### src/rtl/multfu_radix.sv
// Iterative radix-2^BITS_PER_CYCLE multiply unit with a one-entry result stage
// that serves independent CDB and ROB grants.
module multfu_radix #(
    parameter int WIDTH          = 8,
    parameter int BITS_PER_CYCLE = 1,
    parameter int ROBID_W        = 4,
    parameter int FLAGS_W        = 8,
    parameter int NOCDB_BIT      = 7
) (
    input  logic                     clk,
    input  logic                     rst,
    input  logic                     input_transmit,
    input  logic [7:0]               operand,
    input  logic [1:0][WIDTH-1:0]    depvals,
    input  logic [7:0]               wbs,
    input  logic [FLAGS_W-1:0]       flags,
    input  logic [ROBID_W-1:0]       robid,
    input  logic                     cdb_transmit,
    output logic                     cdb_transmit_out,
    output logic [ROBID_W-1:0]       cdb_id,
    output logic [WIDTH-1:0]         cdb_val,
    input  logic                     rob_transmit,
    output logic [ROBID_W-1:0]       robid_out,
    output logic [FLAGS_W-1:0]       flags_out,
    output logic [7:0]               wbs_out,
    output logic [WIDTH-1:0]         value_out,
    output logic                     rob_transmit_out,
    output logic                     busy
);

    localparam int N     = WIDTH / BITS_PER_CYCLE;
    localparam int W2    = 2 * WIDTH;
    localparam int CNT_W = $clog2(N + 1);

    if (WIDTH % BITS_PER_CYCLE != 0) begin : g_bad_bpc
        $error("BITS_PER_CYCLE must divide WIDTH");
    end

    typedef enum logic [1:0] {IDLE, CALC, DONE} state_t;

    state_t             state, state_nxt;
    logic [W2-1:0]      mcand, acc, acc_nxt, pp, fix;
    logic [WIDTH-1:0]   mplier, corr, result;
    logic               b_neg;
    logic [1:0]         mode;
    logic [7:0]         wbs_q;
    logic [FLAGS_W-1:0] flags_q;
    logic [ROBID_W-1:0] tag_q, tag_out;
    logic [WIDTH-1:0]   res_out;
    logic [CNT_W-1:0]   cnt;
    logic               last, free_next, load;
    logic               pend_cdb, pend_rob;
    logic               unused_opcode;

    assign unused_opcode = ^operand[7:2];

    // b is consumed as an unsigned WIDTH-bit value; a negative sign-extended b
    // contributes -a*2^WIDTH, folded into the final CALC cycle.
    assign pp      = mcand * W2'(mplier[BITS_PER_CYCLE-1:0]);
    assign last    = (cnt == CNT_W'(N - 1));
    assign fix     = (last && b_neg) ? {corr, {WIDTH{1'b0}}} : '0;
    assign acc_nxt = acc + pp - fix;
    assign result  = (mode == 2'b00) ? acc[WIDTH-1:0] : acc[W2-1:WIDTH];

    assign free_next = (!pend_cdb || cdb_transmit) && (!pend_rob || rob_transmit);
    assign load      = (state == DONE) && free_next;
    assign busy      = (state != IDLE);

    always_ff @(posedge clk or negedge rst) begin
        if (!rst) state <= IDLE;
        else      state <= state_nxt;
    end

    always_comb begin
        state_nxt = state;
        case (state)
            IDLE:    if (input_transmit) state_nxt = CALC;
            CALC:    if (last)           state_nxt = DONE;
            DONE:    if (free_next)      state_nxt = IDLE;
            default:                     state_nxt = IDLE;
        endcase
    end

    always_ff @(posedge clk or negedge rst) begin
        if (!rst) begin
            mcand   <= '0;
            mplier  <= '0;
            corr    <= '0;
            b_neg   <= 1'b0;
            mode    <= 2'b00;
            wbs_q   <= '0;
            flags_q <= '0;
            tag_q   <= '0;
            acc     <= '0;
            cnt     <= '0;
        end else if (state == IDLE && input_transmit) begin
            // operand[0] set for MULH/MULHSU: a is signed
            mcand   <= {{WIDTH{operand[0] & depvals[0][WIDTH-1]}}, depvals[0]};
            mplier  <= depvals[1];
            corr    <= depvals[0];
            b_neg   <= (operand[1:0] == 2'b01) && depvals[1][WIDTH-1];
            mode    <= operand[1:0];
            wbs_q   <= wbs;
            flags_q <= flags;
            tag_q   <= robid;
            acc     <= '0;
            cnt     <= '0;
        end else if (state == CALC) begin
            acc     <= acc_nxt;
            mcand   <= mcand << BITS_PER_CYCLE;
            mplier  <= mplier >> BITS_PER_CYCLE;
            cnt     <= cnt + CNT_W'(1);
        end
    end

    always_ff @(posedge clk or negedge rst) begin
        if (!rst) begin
            pend_cdb  <= 1'b0;
            pend_rob  <= 1'b0;
            tag_out   <= '0;
            res_out   <= '0;
            flags_out <= '0;
            wbs_out   <= '0;
        end else if (load) begin
            pend_rob  <= 1'b1;
            pend_cdb  <= ~flags_q[NOCDB_BIT];
            tag_out   <= tag_q;
            res_out   <= result;
            flags_out <= flags_q;
            wbs_out   <= wbs_q;
        end else begin
            if (cdb_transmit) pend_cdb <= 1'b0;
            if (rob_transmit) pend_rob <= 1'b0;
        end
    end

    assign cdb_transmit_out = pend_cdb;
    assign rob_transmit_out = pend_rob;
    assign cdb_id           = tag_out;
    assign robid_out        = tag_out;
    assign cdb_val          = res_out;
    assign value_out        = res_out;

endmodule

### config.mk
export PLATFORM = sky130hd
export DESIGN_NAME = multfu_radix
export DESIGN_NICKNAME = d
export VERILOG_FILES = /design/src/rtl/multfu_radix.sv
export SDC_FILE = /design/constraint.sdc
export NUM_CORES = 1
export LEC_CHECK = 0
export ABC_AREA = 1
export CAP_MARGIN = 20
export CELL_PAD_IN_SITES_DETAIL_PLACEMENT = 0
export CELL_PAD_IN_SITES_GLOBAL_PLACEMENT = 2
export CORE_MARGIN = 3
export CORE_UTILIZATION = 35
export CTS_BUF_LIST = sky130_fd_sc_hd__clkbuf_8
export DETAILED_ROUTE_END_ITERATION = 7
export PLACE_DENSITY = 0.92
export SETUP_SLACK_MARGIN = 0.15
export SYNTH_ARGS = -nofsm -noshare
export SYNTH_HDL_FRONTEND = slang
export SYNTH_SLANG_ARGS = --single-unit
### constraint.sdc
create_clock -name clk -period 6.7 [get_ports clk]
set_input_delay 1.34 -clock clk [delete_from_list [all_inputs] [get_ports clk]]
set_output_delay 1.34 -clock clk [all_outputs]
set_load 0.05 [all_outputs]
# After elaboration in Yosys (flattened, before gate mapping)
# Index checks and enable logic that the tools add are counted.
[classes] addsub=3 mul=1 eq_ne=7 muxes=18 n_bitwise=2 reduce_logical=16
[op_table] op="two-way mux 16 bit" n=5
[op_table] op="two-way mux 8 bit" n=3
[op_table] op="adder 16 bit" n=1
[op_table] op="multiplier 16 x 1 -> 16 bit" n=1
[op_table] op="subtractor 16 bit" n=1
[op_table] op="two-way mux 4 bit" n=2
[op_table] op="nonzero test 2 bit" n=4
[op_table] op="two-way mux 2 bit" n=3
[op_table] op="!= test 2 bit (second input constant)" n=3
[op_table] op="one-hot mux 2 bit (3 select lines)" n=1
[op_table] op="logical AND 1 bit" n=5
[op_table] op="adder 4 x 1 -> 4 bit (second input constant)" n=1
[op_table] op="equality test 2 x 1 -> 1 bit (second input constant)" n=2
[op_table] op="equality test 4 x 3 -> 1 bit (second input constant)" n=1
[op_table] op="logical NOT 2 bit" n=2
[op_table] op="two-way mux 1 bit" n=4
[op_table] op="AND reduction 3 bit" n=1
[op_table] op="equality test 2 bit (second input constant)" n=1
[op_table] op="logical NOT 1 bit" n=2
[op_table] op="logical OR 1 bit" n=2
[op_table] op="AND 1 bit" n=1
[op_table] op="NOT 1 bit" n=1
[word_totals] ff_bits=107 inputBits=49

# Longest topological paths before layout
# Gate-level depths: netlist (run 1).
[logic_depth] ltp_word=6 depth_mapped=15 mapped_depth_nobuf=15

# Worst setup path after synthesis (run 1)
# OpenSTA, ideal clock, no wires.
[synth_path] kind="flip-flop to flip-flop" startpoint="register cnt[0]" endpoint="register acc[14]" setup_ns=0.117 arrival_time_ns=2.348 setup_slack_ns=4.235 path_stages_with_launch=13 path_cell_list="dfrtp_1 ha_1 nand4_2 nor2_1 fa_1 inv_1 ha_1 a21oi_1 nand2_1 a21oi_1 nand3b_1 nand3_1 nand2_1"
[synth_via] elab_chain_cells=6
[synth_lines] element="from (decl)" line_no="50" rtl="logic [CNT_W-1:0] cnt;"
[synth_lines] element="from (signal assigned)" line_no="112" rtl="cnt <= cnt + CNT_W'(1);"
[synth_lines] element="equality test 4 x 3 -> 1 bit" line_no="60" rtl="assign last = (cnt == CNT_W'(N - 1));"
[synth_lines] element="logical AND 1 bit" line_no="61" rtl="assign fix = (last && b_neg) ? {corr, {WIDTH{1'b0}}} : '0;"
[synth_lines] element="two-way mux 16 bit" line_no="61"
[synth_lines] element="subtractor 16 bit" line_no="62" rtl="assign acc_nxt = acc + pp - fix;"
[synth_lines] element="two-way mux 16 bit" line_no="108" rtl="end else if (state == CALC) begin"
[synth_lines] element="two-way mux 16 bit" line_no="96" rtl="end else if (state == IDLE && input_transmit) begin"
[synth_lines] element="to (signal assigned)" line_no="109" rtl="acc <= acc_nxt;"
[synth_lines] element="to (decl)" line_no="42" rtl="logic [W2-1:0] mcand, acc, acc_nxt, pp, fix;"
# No other way between the ends. The select of a mux whose other input is x is not followed.
# A chain may end at the register's enable or synchronous reset.

# Worst setup path after layout (run 1)
[layout_path] startpoint="input input_transmit" endpoint="register b_neg"
[layout_via] elab_chain_cells=1
[layout_lines] element="from (decl)" line_no="12" rtl="input logic input_transmit,"
[layout_lines] element="logical AND 1 bit" line_no="96"
[layout_lines] element="to (signal assigned)" line_no="101" rtl="b_neg <= (operand[1:0] == 2'b01) && depvals[1][WIDTH-1];"
[layout_lines] element="to (decl)" line_no="44" rtl="logic b_neg;"
# No other way between the ends.

==> flow_summary_export.csv, run 1 <==
group,metric,value,unit
timing,min_period_over_period,49.4,%
routing,vias_per_cell,4.68,
clock_network,clock_sinks,107,
setup_path,r2r_cells,12,
routing,postRouteWirelength,14200,µm
hold_path,min_to,"flags_out[7]$_DFFE_PN0P_",
grt,grt_first_pass_wirelength,22900,µm
floorplan,die_w,134,µm
place,dpl-instance-area,6660,µm²
timing,worstMarginPinSlew,1.00,ns
synthesis,synth_edf_count,0,
routing,wl_per_cell,14.0,µm
layout,syn_to_final_growth,18.4,%
hold_path,hp-start,"flags_out[7]$_DFFE_PN0P_",
layout,top_regs,"acc: 16 flops, mcand: 16 flops",
synthesis,synth_area_leaders,"dfrtp_1 46%, nand2_1 15%, inv_1 8.5%, o21ai_0 6.2%, ha_1 5.0%",
place,dp_slack,3.02,ns
clock_network,tritoncts,"built",
clock_network,cts_buffers,9,
timing,slew_headroom,33.0,%
grt,grt_usage,15.9,%
floorplan,io_pins,92,
setup_path,rrSetupSlack,3.73,ns
clock_network,cts-root-buf,"clkbuf_8",
floorplan,start_util,36.1,%
clock_network,clockBufferDepth,2,
timing,finalSetupViolCount,0,
routing,antenna_left,0,
setup_path,crit_path_start_kind,"input pin",
routing,dr_wl_met3,522,µm
clock_network,worstSkewPairLatency,0.39,ns
timing,fin_skew,0.0156,ns
timing,hold_slack,0.493,ns
timing,rsz0062_at_grt,"no",
status,status,"complete, no violations",
hold_path,hold_depth,2,
clock_network,cts_hold_buffers,0,
synthesis,synth_compound_area_share,12.3,%
setup_path,end_kind,"flip-flop",
setup_path,worstPathArrival,3.60,ns
synthesis,synth.top_cell.area_share,46.4,%
layout,fin_nets,868,
timing,timing.setup.tns,0,ns
setup_path,r2r_end,"acc[14]$_DFFE_PN0P_",
synthesis,synth_fa_ha_area_share,7.41,%
floorplan,row_count,46,
floorplan,die_y,134,µm
synthesis,muxShareOfSynthArea,0,%
place,dpl.hpwl,10400,µm
layout,final_common_cell,"nand2_1",
clock_network,cts_setup_buffers,0,
synthesis,synthCells,728,
layout,drive_above_1_share,3.40,%
routing,dr.first_iter.drc_count,292,
place,gp_congestion,0.825,
routing,met2_length,6370,µm
routing,dr.pass1.iters,5,
timing,finalWorstSetupSlack,3.39,ns
synthesis,synth_top_area_cell,"dfrtp_1",
setup_path,r2r_start,"cnt[0]$_DFFE_PN0P_",
setup_path,critPathRequiredTime,6.99,ns
layout,fillCellCount,1637,
grt,grt_max_degree,63,
synthesis,yosys_warnings,0,
synthesis,syn_avg_cell_area,7.93,µm²
timing,drv_slew,0,
timing,fmax,302,MHz
routing,vias,4726,
place,io_buffers,85,
synthesis,syn_area,5780,µm²
synthesis,syn-num-nets,807,
routing,m1WireLength,7130,µm
synthesis,synthArstFlopShare,100,%
synthesis,synth_xor_xnor_area_share,0,%
synthesis,synthSimpleGateAreaFrac,20.9,%
clock_network,cts.clk_slew.worst_paths,0.09,ns
synthesis,synth_seq_cells,107,
layout,final_cell_mix,"225 x nand2_1, 133 x inv_1, 107 x dfrtp_1, 84 x clkdlybuf4s50_1, 71 x o21ai_0",
layout,final_area,6840,µm²
setup_path,critPathKind,"in -> reg",
layout,n_antenna_cell,0,
synthesis,yosysSeqAreaShare,46.4,%
synthesis,synth-main-ff-cell,"dfrtp_1",
clock_network,htree_levels,3,
synthesis,synth_top_family_by_area,"simple AND/OR/NAND/NOR gates",
floorplan,die_area,18100,µm²
flow_run,cap_violations,0,
setup_path,worstPathMaxFanout,62,
grt,grt_pass1_vias,4476,
hold_path,worstHoldPathType,"reg -> reg",
synthesis,synth_cell_types,33,
grt,grt_antenna_before_repair,0,
routing,drc,0,
floorplan,fp.coreArea,16000,µm²
timing,min_period,3.31,ns
grt,grt-ovfl-total,0,
timing,hold_viol,0,
clock_network,cts_resized,0,
routing,top_layer,"met4",
[stage by stage]
| step | instances | util (%) |
|---|---|---|
| 2_1_floorplan | 728 | - |
| 3_3_place_gp | 994 | 41.6 |
| 3_5_place_dp | 994 | 41.6 |
| 4_1_cts | 1010 | 42.7 |
| 5_1_grt | 1010 | 42.7 |
| 6_report | 1010 | 42.7 |
[synth_stat cells, types with 2 or more instances]
library cell  instances
dfrtp_1             107
nand3_1              29
o21ai_0              71
inv_1               131
nor2_1               23
buf_4                13
ha_1                 23
o22ai_1               4
nand4_1               4
nand3b_1              2
o21ai_1              17
nand2_1             225
a2bb2oi_1             8
and2_1                2
o21bai_1              2
clkbuf_1              8
inv_2                 3
o211ai_1              3
a21oi_1              14
buf_6                 6
buf_2                 9
fa_1                  7
nand2_2               2
o221ai_1              6
[layer usage]
| layer | up-vias | global-route usage [%] |
|---|---|---|
| met5 | - | 0 |
| met3 | 11 | 3.06 |
| met2 | 97 | 24.8 |
| met1 | 2233 | 22.8 |
| met4 | 0 | 3.96 |
| li1 | 2385 | - |
[how the worst max path moves through the flow]
stage                                   from             endpoint  slack, ns
after floorplan           cnt[0]$_DFFE_PN0P_  acc[14]$_DFFE_PN0P_       4.23
after global placement        input_transmit    b_neg$_DFFE_PN0P_       3.05
after detailed placement      input_transmit    b_neg$_DFFE_PN0P_       3.02
after CTS                     input_transmit    b_neg$_DFFE_PN0P_       3.41
after global routing          input_transmit    b_neg$_DFFE_PN0P_       3.22
final                         input_transmit    b_neg$_DFFE_PN0P_       3.39
[critical path, stage by stage]
cell and delay (ns):
clkdlybuf4s50_1 0.49, nand3_2 0.40, inv_2 0.92, nand2_1 0.20, o31ai_1 0.24
[kinds of logic (layout without fill, tap and decap cells)]
family	Yosys count	count (layout)
AO/OA/AOI/OAI	127	127
AND/OR/NAND/NOR	293	293
buffers and inverters	171	237
flip-flops	107	107
adder cells (fa/ha/maj)	30	30
[layout make-up]
type	count	area (µm²)	area share, %
Inverter	135	512	7.48
Clock buffer	10	138	2.01
Clock inverter	6	40.0	0.585
Tap cell	216	270	3.95
Multi-Input combinational cell	450	2350	34.3
Timing Repair Buffer	86	856	12.5
Sequential cell	107	2680	39.2
Power of run 1 is not shown: default switching activity piles up to over one toggle a cycle in this logic, so the estimate is an artifact.
==> inputs of run 2 (changes only) <==
--- a/config.mk
+++ b/config.mk
@@ -10,10 +10,10 @@
 export CELL_PAD_IN_SITES_DETAIL_PLACEMENT = 0
 export CELL_PAD_IN_SITES_GLOBAL_PLACEMENT = 2
 export CORE_MARGIN = 3
-export CORE_UTILIZATION = 35
+export CORE_UTILIZATION = 32
 export CTS_BUF_LIST = sky130_fd_sc_hd__clkbuf_8
 export DETAILED_ROUTE_END_ITERATION = 7
-export PLACE_DENSITY = 0.92
+export PLACE_DENSITY = 0.85
 export SETUP_SLACK_MARGIN = 0.15
 export SYNTH_ARGS = -nofsm -noshare
 export SYNTH_HDL_FRONTEND = slang
==> constraint.sdc (replaced) <==
create_clock -name clk -period 3.15 [get_ports clk]
set_input_delay 0.63 -clock clk [delete_from_list [all_inputs] [get_ports clk]]
set_output_delay 0.63 -clock clk [all_outputs]
set_load 0.05 [all_outputs]
==> run 2 against run 1 <==
Effect of this change:
- routed wire length is 3.7% higher
- highest routed layer unchanged
- register-to-register slack got worse by 3.4 ns
- sequential cell count stayed put
- critical path type is now reg -> reg
- count of clock-buffer cells in the layout decreased by 1
==> flow_summary_export.csv, run 2 (synthesis gave the netlist of run 1 again) <==
group,metric,value,unit
status,status,"complete, no violations",
place,io_buffers,85,
routing,wl_per_cell,14.3,µm
floorplan,fp.coreArea,17500,µm²
timing,timing.setup.tns,0,ns
setup_path,critPathRequiredTime,3.42,ns
grt,grt-ovfl-total,0,
layout,n_antenna_cell,0,
layout,final_core_util,39.8,%
floorplan,die_area,19700,µm²
clock_network,worstSkewPairLatency,0.39,ns
grt,grt_max_degree,58,
routing,drc,0,
timing,slew_headroom,43.8,%
place,gp_congestion,0.890,
grt,grt_first_pass_wirelength,23900,µm
layout,final_cells,1026,
layout,final_cell_mix,"225 x nand2_1, 131 x inv_1, 107 x dfrtp_1, 84 x clkdlybuf4s50_1, 71 x o21ai_0",
routing,postRouteWirelength,14700,µm
timing,min_period_over_period,89.6,%
routing,dr.first_iter.drc_count,312,
floorplan,die_w,140,µm
routing,vias_per_cell,4.64,
setup_path,crit_path_start_kind,"flip-flop",
timing,min_period,2.82,ns
clock_network,clockBufferDepth,2,
setup_path,worstPathCellList,"ha_1, nand4_4, nor2_1, fa_1, inv_1, ha_1, nand2_1, nor2_1, nand3_1, nand3_1, nand2_1, nand3_1, nand2_1",
timing,hold_viol,0,
routing,vias,4758,
place,dpl.hpwl,11000,µm
grt,grt_antenna_before_repair,0,
floorplan,row_count,48,
hold_path,worstHoldPathType,"in -> async",
setup_path,slowest_stage,"fa_1",
layout,drive_above_1_share,4.74,%
timing,fin_skew,0.0127,ns
place,dp_cells,1010,
grt,grt_usage,15.0,%
timing,worstMarginPinSlew,0.841,ns
clock_network,cts_resized,0,
clock_network,cts_setup_buffers,0,
setup_path,end_kind,"flip-flop",
setup_path,worstPathMaxFanout,9,
floorplan,start_util,33.0,%
clock_network,cts.clk_slew.worst_paths,0.12,ns
layout,fin_nets,875,
clock_network,cts-root-buf,"clkbuf_8",
layout,final_common_cell,"nand2_1",
layout,top_regs,"acc: 16 flops, mcand: 16 flops",
clock_network,cts_hold_buffers,0,
setup_path,critPathMaxStageDelay,0.50,ns
routing,antenna_left,0,
floorplan,die_y,140,µm
clock_network,tritoncts,"built",
clock_network,cts_buffers,9,
floorplan,io_pins,92,
layout,fillCellCount,1793,
grt,grt_pass1_vias,4513,
timing,drv_slew,0,
timing,finalSetupViolCount,0,
flow_run,cap_violations,0,
clock_network,clock_sinks,107,
timing,fmax,354,MHz
timing,rsz0062_at_grt,"no",
setup_path,critPathKind,"reg -> reg",
setup_path,worstPathArrival,3.10,ns
routing,dr.pass1.iters,5,
clock_network,htree_levels,3,
layout,syn_to_final_growth,20.4,%
-- run 2: metrics by stage --
| stage | hold slack [ns] | cell area [µm²] | setup slack (ns) |
|---|---|---|---|
| 3_5_place_dp | 0.473 | 6740 | 0.256 |
| 4_1_cts | 0.255 | 6940 | 0.252 |
| 2_1_floorplan | 0.334 | 5780 | 0.685 |
| 5_1_grt | 0.275 | 6950 | 0.164 |
| 3_3_place_gp | 0.465 | 6740 | 0.257 |
| 6_report | 0.251 | 6950 | 0.327 |
-- run 2: area by class of cell --
| class | instances | area [µm²] | area share [%] |
|---|---|---|---|
| sequential | 107 | 2680 | 38.5 |
| multi-input combinational | 450 | 2360 | 33.9 |
| timing repair buffer | 93 | 921 | 13.2 |
| inverter | 135 | 512 | 7.36 |
| tap | 225 | 282 | 4.05 |
| clock buffer | 9 | 124 | 1.78 |
| clock inverter | 7 | 77.6 | 1.12 |
-- run 2: critical path, delay by kind of cell, from the launching register on --
kind                       cells  cell delay [ns]
adders and majority gates      3             1.13
and+or+nand+nor                9             1.10
DFF                            1             0.43
buffers and inverters          1             0.06
-- run 2: final timing paths --
kind,from,end,slack [ns],cells past startpoint
min in group clk,flags_out[1]$_DFFE_PN0P_,flags_out[1]$_DFFE_PN0P_,0.50,2
hold reg to reg,flags_out[1]$_DFFE_PN0P_,flags_out[1]$_DFFE_PN0P_,0.50,2
setup reg to reg,cnt[0]$_DFFE_PN0P_,acc[9]$_DFFE_PN0P_,0.33,13
hold / removal,rst,mplier[3]$_DFFE_PN0P_,0.25,1
setup / recovery,cnt[0]$_DFFE_PN0P_,acc[9]$_DFFE_PN0P_,0.33,13
max in group asynchronous,rst,acc[9]$_DFFE_PN0P_,2.08,2
-- run 2: layer usage --
layer,routed length (µm),vias up,global-route usage [%],share of wire [%]
met2,6500,93,22.6,44
met1,7360,2250,22.1,50
met5,0,-,0,0
met3,528,16,1.95,3.6
met4,320,0,5.41,2.2
li1,-,2399,-,-
Power of run 2 is left out for the same reason.
==> inputs of run 3 (changes only) <==
--- a/config.mk
+++ b/config.mk
@@ -9,6 +9,7 @@
 export CAP_MARGIN = 20
 export CELL_PAD_IN_SITES_DETAIL_PLACEMENT = 0
 export CELL_PAD_IN_SITES_GLOBAL_PLACEMENT = 2
+export CORE_ASPECT_RATIO = 1.75
 export CORE_MARGIN = 3
 export CORE_UTILIZATION = 32
 export CTS_BUF_LIST = sky130_fd_sc_hd__clkbuf_8
==> run 3 against run 2 <==
Effect of this change:
- first-iteration DRC count fell by 31%
- clock skew fell by 0.00077 ns
- critical endpoint is now acc[13]$_DFFE_PN0P_
- hold slack got worse by 0.090 ns
- sequential cell count did not move
==> flow_summary_export.csv, run 3 (synthesis gave the netlist of run 1 again) <==
group,metric,value,unit
status,status,"complete, no violations",
place,dp_cells,1016,
floorplan,start_util,32.8,%
timing,fin_skew,0.0120,ns
routing,dr.pass1.iters,4,
clock_network,cts_hold_buffers,0,
setup_path,r2r_cells,14,
timing,drv_slew,0,
layout,multiInputGateArea,2360,µm²
layout,final_common_cell,"nand2_1",
timing,fmax,364,MHz
timing,timing.setup.tns,0,ns
setup_path,worstPathCellList,"ha_2, nand4_4, nor2_1, fa_1, inv_1, ha_1, nand2_1, inv_1, nand2_1, nand2_1, a21oi_1, nand3_1, nand3_1, nand2_1",
floorplan,row_count,64,
setup_path,r2r_end,"acc[13]$_DFFE_PN0P_",
layout,final_cell_mix,"225 x nand2_1, 132 x inv_1, 107 x dfrtp_1, 84 x clkdlybuf4s50_1, 71 x o21ai_0",
grt,grt_first_pass_wirelength,25200,µm
setup_path,crit_path_start_kind,"flip-flop",
setup_path,crit_top_cell,"nand2_1",
timing,finalSetupViolCount,0,
layout,fin_nets,875,
routing,vias,4732,
layout,fillCellCount,1854,
routing,drc,0,
routing,antenna_left,0,
setup_path,critPathKind,"reg -> reg",
setup_path,worstPathArrival,3.01,ns
setup_path,slowest_stage,"fa_1",
grt,grt_usage,16.2,%
layout,final_cells,1032,
layout,n_antenna_cell,0,
clock_network,clockBufferDepth,2,
routing,postRouteWirelength,15200,µm
clock_network,cts_buffers,9,
setup_path,end_kind,"flip-flop",
setup_path,r2r_start,"cnt[0]$_DFFE_PN0P_",
timing,hold_viol,0,
layout,syn_to_final_growth,20.4,%
setup_path,worstPathMaxFanout,6,
place,dpl.hpwl,11700,µm
timing,rsz0062_at_grt,"no",
timing,worstMarginPinSlew,0.740,ns
grt,grt-ovfl-total,0,
setup_path,rrSetupSlack,0.41,ns
clock_network,cts_setup_buffers,0,
setup_path,crit_family,"adder cells",
place,io_buffers,85,
routing,wl_per_cell,14.8,µm
grt,grt_antenna_before_repair,0,
place,dp_slack,0.296,ns
floorplan,fp.coreArea,17600,µm²
timing,finalWorstSetupSlack,0.406,ns
clock_network,clock_sinks,107,
floorplan,die_area,19800,µm²
hold_path,worstHoldPathType,"in -> async",
layout,top_regs,"acc: 16 flops, mcand: 16 flops",
setup_path,critPathMaxStageDelay,0.44,ns
timing,slew_headroom,50.6,%
clock_network,tritoncts,"built",
grt,grt_max_degree,80,
place,gp_congestion,0.849,
clock_network,htree_levels,3,
floorplan,die_y,184,µm
timing,min_period,2.74,ns
setup_path,path_buf_inv,2,
clock_network,worstSkewPairLatency,0.37,ns
timing,min_period_over_period,87.1,%
clock_network,cts-root-buf,"clkbuf_8",
layout,drive_above_1_share,4.74,%
floorplan,io_pins,92,
floorplan,die_w,108,µm
layout,regArea,2680,µm²
flow_run,cap_violations,0,
grt,grt_pass1_vias,5165,
setup_path,critPathRequiredTime,3.41,ns
routing,vias_per_cell,4.59,
clock_network,cts.clk_slew.worst_paths,0.11,ns
routing,dr.first_iter.drc_count,215,
[run 3: cell types whose count changed in the layout (fill, tap and decap cells not counted), sizes merged]
cell	previous run	this run
clkinv	2	5
clkinvlp	1	0
inv	139	137
[run 3: layout make-up]
class | instances | share of cell area, %
Timing Repair Buffer | 93 | 13.4
Clock buffer | 9 | 1.78
Clock inverter | 7 | 0.792
Tap cell | 231 | 4.16
Sequential cell | 107 | 38.5
Multi-Input combinational cell | 450 | 34.0
Inverter | 135 | 7.36
[run 3: what timing repair did]
item                                    CTS  global route
resized for setup                         0             4
hold endpoints to repair                  0             0
endpoints found under the setup margin    0             4
[run 3: worst max-delay path by stage]
stage                            start             endpoint  slack, ns  cells past startpoint
floorplan           cnt[0]$_DFFE_PN0P_  acc[14]$_DFFE_PN0P_       0.68                     12
global placement    cnt[0]$_DFFE_PN0P_  acc[13]$_DFFE_PN0P_       0.33                     14
detailed placement  cnt[0]$_DFFE_PN0P_  acc[13]$_DFFE_PN0P_       0.30                     14
CTS                 cnt[0]$_DFFE_PN0P_  acc[13]$_DFFE_PN0P_       0.26                     14
global route        cnt[0]$_DFFE_PN0P_  acc[15]$_DFFE_PN0P_       0.17                     16
finish              cnt[0]$_DFFE_PN0P_  acc[13]$_DFFE_PN0P_       0.41                     14
[run 3: through the flow]
stage | util [%] | hold slack (ns) | instance area, µm²
2_1_floorplan | - | 0.334 | 5780
3_3_place_gp | 38.4 | 0.467 | 6760
3_5_place_dp | 38.4 | 0.476 | 6760
4_1_cts | 39.4 | 0.158 | 6940
5_1_grt | 39.5 | 0.168 | 6950
6_report | 39.5 | 0.160 | 6950
[run 3: worst reg2reg max path: stages, from the launching register on]
cell and delay, ns:
dfrtp_1 0.41, ha_2 0.25, nand4_4 0.17, nor2_1 0.18, fa_1 0.44, inv_1 0.08, ha_1 0.28, nand2_1 0.12
inv_1 0.09, nand2_1 0.07, nand2_1 0.11, a21oi_1 0.20, nand3_1 0.10, nand3_1 0.09, nand2_1 0.06
[run 3: routing by layer]
metal	track usage [%]	share of wire [%]	vias to the layer above	wire length, µm
li1	-	-	2393	-
met1	17.9	39	2185	6010
met2	29.7	52	113	8000
met3	1.55	2.9	41	436
met4	9.25	5.2	0	793
met5	0	0	-	0
Power of run 3 is left out for the same reason.
